==> config.mk <==
export PLATFORM = sky130hd
export DESIGN_NAME = carry_lookahead_adder4
export DESIGN_NICKNAME = d
export VERILOG_FILES = /design/src/rtl/carry_lookahead_adder4_pkg.sv /design/src/rtl/carry_lookahead_unit4.sv /design/src/rtl/carry_lookahead_adder4.sv
export SDC_FILE = /design/constraint.sdc
export NUM_CORES = 1
export LEC_CHECK = 0
export ABC_AREA = 1
export BUFFER_PORTS_ARGS = -buffer_cell sky130_fd_sc_hd__buf_2
export CORE_AREA = 2 2 39 41
export CTS_CLUSTER_SIZE = 24
export DETAILED_ROUTE_END_ITERATION = 7
export DIE_AREA = 0 0 41 43
export HOLD_SLACK_MARGIN = 0.02
export MAX_ROUTING_LAYER = met4
export PLACE_DENSITY = 0.6
export REMOVE_ABC_BUFFERS = 1
export SYNTH_ARGS = -nofsm -noshare
export SYNTH_HDL_FRONTEND = slang
export SYNTH_SLANG_ARGS = --single-unit
==> constraint.sdc <==
create_clock -name Clock -period 1.15 [get_ports Clock]
set_input_delay 0.23 -clock Clock [delete_from_list [all_inputs] [get_ports Clock]]
set_output_delay 0.23 -clock Clock [all_outputs]
set_load 0.01 [all_outputs]
==> src/rtl/carry_lookahead_adder4_pkg.sv <==
// Shared constants and types for the 4-bit carry-lookahead adder slice.
// Provides the slice width and the operand vector type.
package carry_lookahead_adder4_pkg;

   localparam int CLA_WIDTH = 4;

   typedef logic [CLA_WIDTH-1:0] cla_vec_t;

endpackage

==> src/rtl/carry_lookahead_unit4.sv <==
// Flat two-level carry-lookahead unit over four bit (or group) positions.
// Ports: p, g (4-bit propagate/generate), c0 (carry-in) -> c[3:1], grp_g, grp_p.
module carry_lookahead_unit4
   import carry_lookahead_adder4_pkg::*;
(
   input  logic [CLA_WIDTH-1:0] p,
   input  logic [CLA_WIDTH-1:0] g,
   input  logic                 c0,
   output logic [3:1]           c,
   output logic                 grp_g,
   output logic                 grp_p
);

   // Every carry is a sum of products of g/p/c0; no carry depends on another.
   always_comb begin
      c[1] = g[0]
           | (p[0] & c0);
      c[2] = g[1]
           | (p[1] & g[0])
           | (p[1] & p[0] & c0);
      c[3] = g[2]
           | (p[2] & g[1])
           | (p[2] & p[1] & g[0])
           | (p[2] & p[1] & p[0] & c0);
   end

   // Group terms exclude c0 so a parent unit can combine slices in parallel.
   always_comb begin
      grp_g = g[3]
            | (p[3] & g[2])
            | (p[3] & p[2] & g[1])
            | (p[3] & p[2] & p[1] & g[0]);
      grp_p = &p;
   end

endmodule

==> src/rtl/carry_lookahead_adder4.sv <==
// 4-bit carry-lookahead adder slice with registered sum and group G/P.
// Ports: Clock, ResetN (async low), InputA, InputB, InputCarry -> Output, GroupGeneration, GroupPropagation.
module carry_lookahead_adder4
   import carry_lookahead_adder4_pkg::*;
#(
   parameter int WIDTH = CLA_WIDTH
)(
   input  logic             Clock,
   input  logic             ResetN,
   input  logic [WIDTH-1:0] InputA,
   input  logic [WIDTH-1:0] InputB,
   input  logic             InputCarry,
   output logic [WIDTH-1:0] Output,
   output logic             GroupGeneration,
   output logic             GroupPropagation
);

   if (WIDTH != CLA_WIDTH) begin : g_bad_width
      $error("carry_lookahead_adder4: WIDTH must be 4");
   end

   cla_vec_t   bit_g;
   cla_vec_t   bit_p;
   cla_vec_t   carry;
   cla_vec_t   sum;
   logic [3:1] carry_hi;
   logic       grp_g;
   logic       grp_p;

   // XOR propagate doubles as the half-sum and keeps G and P exclusive.
   assign bit_g = InputA & InputB;
   assign bit_p = InputA ^ InputB;

   carry_lookahead_unit4 u_lookahead (
      .p     (bit_p),
      .g     (bit_g),
      .c0    (InputCarry),
      .c     (carry_hi),
      .grp_g (grp_g),
      .grp_p (grp_p)
   );

   assign carry = {carry_hi, InputCarry};
   assign sum   = bit_p ^ carry;

   always_ff @(posedge Clock or negedge ResetN) begin
      if (!ResetN) begin
         Output           <= '0;
         GroupGeneration  <= 1'b0;
         GroupPropagation <= 1'b0;
      end else begin
         Output           <= sum;
         GroupGeneration  <= grp_g;
         GroupPropagation <= grp_p;
      end
   end

endmodule

==> reports/results.tsv <==
stage	metric	value	unit
clocking	CTS buffer count	3	
synthesis	synthesized flop and latch total	6	
setup_path	CP Cell Sequence	buf_2, ha_1, nand2_2, nor2_2, nor2_2, nand2_1, nand2_1, nand2_1	
placed_design	cell count after placement	73	
synthesis	Post-synth EDFFs	0	
clocking	Clock Pin Slew Worst Setup and Hold Paths	0.04	ns
placed_design	port bufs	16	
sta	Hold Vio Cnt, Final	0	
synthesis	post-synthesis compound-gate area fraction	2.098	%
finish	share of cells above drive strength 1	40.98	%
synthesis	YS warnings	0	
synthesis	Top FF cell, synth	dfrtp_1	
placed_design	placed standard-cell area	480.5	um2
global_routing	vias in the first global route	313	
floorplanning	Starting Density	25.86	%
route	via/cell ratio	3.974	
clocking	CTS tree	done	
global_routing	gr usage total	9.784	%
finish	Area growth syn-to-layout	43.36	%
clocking	setup repair bufs after CTS	0	
sta	final number of max-transition violations	0	
sta	RSZ-0062 raised after global routing	false	
clocking	Root Driver	clkbuf_4	
clocking	clk buf depth	2	
setup_path	CP Capture Type	flop	
placed_design	hpwl dp	557.1	um
synthesis	Avg Cell Area, Syn	9.417	um2
synthesis	main combinational cell family by area after synthesis	adder cells	
sta	Max Clock Freq	1.037	GHz
setup_path	Worst EP required	1.28	ns
sta	post-route clock period utilization	83.86	%
finish	fill count	143	
setup_path	CP max stage delay	0.35	ns
route	first drt pass iteration count	1	
synthesis	instance count of the mapped netlist	38	
setup_path	maximum fanout along the worst path	5	
pwr	pwr/cell area	1185	mW/mm2
pwr	LEAKAGE	0.2961	nW
synthesis	register area share after synthesis	41.96	%
route	# DRC	0	
synthesis	Post-Synth Simple-Gate Area	19.58	%
finish	# diodes	0	
pwr	VDD IR-drop max	0.2633	mV
placed_design	RePlAce Congestion	0.7312	
sta	actual slew at the worst max-slew pin	0.1678	ns
sta	crit path time final	0.9644	ns
synthesis	FFs w/ async S/R, synth	100.0	%
global_routing	initial antenna violation count	0	
floorplanning	die height	43	um
sta	final setup fails	0	
route	total number of vias	306	
floorplanning	# rows	14	
synthesis	xor/xnor share of the synthesized area	4.895	%
pwr	Total Power	0.6078	mW
worst_hold_path	Hold EP	GroupGeneration$_DFF_PN0_	
synthesis	commonest cells in the netlist	inv_1 (8), nand2_1 (7), dfrtp_1 (6)	
flow_run	max cap viols	0	
synthesis	Synth Area in Adders	23.08	%
clocking	htree depth	1	
finish	post-layout util	37.07	%
route	Routed WL	643	um
floorplanning	Die W	41	um
global_routing	gr ovfl total	0	
synthesis	top cell type's share of synthesized area	41.96	%
route	drt wl/cell	8.351	um
setup_path	Setup CP Type	input pin to flop	
setup_path	critical path launch point type	input pin	
synthesis	multiplexer share of the synthesized area	0	%
global_routing	largest net degree at the start of global routing	7	
route	post-route antenna net violation count	0	
worst_hold_path	hold_sp	InputB[3]	
clocking	Clock Sinks	6	
global_routing	first-pass GRT wire length	1090	um
synthesis	top cells by area, synth	dfrtp_1 (42%), ha_1 (17%), inv_1 (8.4%)	
finish	Finished Cell Area	513.0	um2
floorplanning	Die ar.	0.001763	mm2
finish	final non-filler cell total	77	
setup_path	Worst path slowest cell	ha_1	
worst_hold_path	Min-Delay Path Class	input pin to flop	
route	1st-iter DRT viols	0	
floorplanning	io pins	17	
synthesis	cell with the most instances after synthesis	inv_1	
floorplanning	core footprint	0.001384	mm2
synthesis	largest area contributor in the netlist	dfrtp_1	
setup_path	most frequent CP cell	nand2_1	
synthesis	Post-Syn Area	357.8	um2
outcome	status	finished, final reports clean	
worst_hold_path	Worst Hold Depth	3	
finish	Layout Nets	80	
setup_path	Worst Setup SP	InputA[1]	
sta	Slew headroom	88.81	%
synthesis	count of different cell masters after synthesis	13	
setup_path	Worst EP arrival	1.09	ns
sta	WHS	0.3295	ns
-- worst max-delay path, delay by kind of cell --
kind,cells,cell delay [ns]
simple gates,6,0.41
fa+ha+maj,1,0.35
buf+inv,1,0.10
-- final cells by class --
cell class                      instances  area [um2]  share of cell area, %
Clock buffer                            3       22.52                  4.390
Inverter                                8       30.03                  5.854
Multi-Input combinational cell         24       177.7                  34.63
Sequential cell                         6       150.1                  29.27
Tap cell                               16       20.02                  3.902
Timing Repair Buffer                   20       112.6                  21.95
-- stage by stage --
step / TNS, ns / setup WS, ns
2_1_floorplan: 0 / 0.07816
3_3_place_gp: -0.05488 / -0.05488
3_5_place_dp: -0.06101 / -0.06101
4_1_cts: 0 / 0.1738
5_1_grt: 0 / 0.1010
6_report: 0 / 0.1856
-- sequential cells by signal, summed over array words and instances (netlist names) --
signal	flops
Output	4
GroupPropagation	1
GroupGeneration	1
-- metal layers --
| layer | share of wire (%) | track usage [%] | vias up | wire (um) |
|---|---|---|---|---|
| li1 | - | - | 162 | - |
| met1 | 38 | 8.710 | 131 | 247 |
| met3 | 11 | 2.094 | 0 | 73 |
| met2 | 50 | 15.31 | 13 | 321 |
| met5 | 0 | - | - | 0 |
| met4 | 0 | 10.00 | 0 | 0 |
-- repair_timing --
item / in CTS / in global routing
resized for setup: 0 / 0
hold endpoints to repair: 6 / 0
hold buffers: 1 / 0
-- cells in the final DEF, fill, tap and decap left out --
| cell | synthesis | routed |
|---|---|---|
| buf_2 | 0 | 16 |
| nand3_1 | 3 | 3 |
| dfrtp_1 | 6 | 6 |
| nand2_1 | 7 | 7 |
| o21bai_1 | 1 | 1 |
| xor2_1 | 1 | 1 |
| dlygate4sd3_1 | 0 | 1 |
| ha_1 | 5 | 5 |
| nand2_2 | 1 | 1 |
| clkbuf_4 | 0 | 3 |
| xnor2_1 | 1 | 1 |
| nor2_2 | 2 | 2 |
| inv_1 | 8 | 8 |
| nand4_1 | 1 | 1 |
| nor2_1 | 1 | 1 |
| buf_4 | 0 | 3 |
| fa_1 | 1 | 1 |
-- kinds of logic (layout without fill, tap and decap cells) --
group                      after synthesis  in the layout
buffers and inverters                    8             31
DFF                                      6              6
adders and majority gates                6              6
AOI/OAI and AO/OA                        1              1
and+or+nand+nor                         15             15
xor gates and xnor gates                 2              2
-- how the worst max path moves through the flow --
stage,slack [ns],cells past startpoint,end
4_1_cts,0.17,1,GroupPropagation
6_report,0.19,8,Output[3]$_DFF_PN0_
5_1_grt,0.10,8,Output[3]$_DFF_PN0_
2_1_floorplan,0.08,7,Output[3]$_DFF_PN0_
3_5_place_dp,-0.06,8,Output[3]$_DFF_PN0_
3_3_place_gp,-0.05,8,Output[3]$_DFF_PN0_
-- report_power, final --
| group | total, mW | internal, mW | switching, mW |
|---|---|---|---|
| logic | 0.174 | 0.0847 | 0.0895 |
| registers | 0.248 | 0.242 | 0.00593 |
| clock network | 0.185 | 0.117 | 0.0679 |
| total | 0.608 | 0.444 | 0.163 |
No activity file was read; power rests on OpenSTA's default activity.
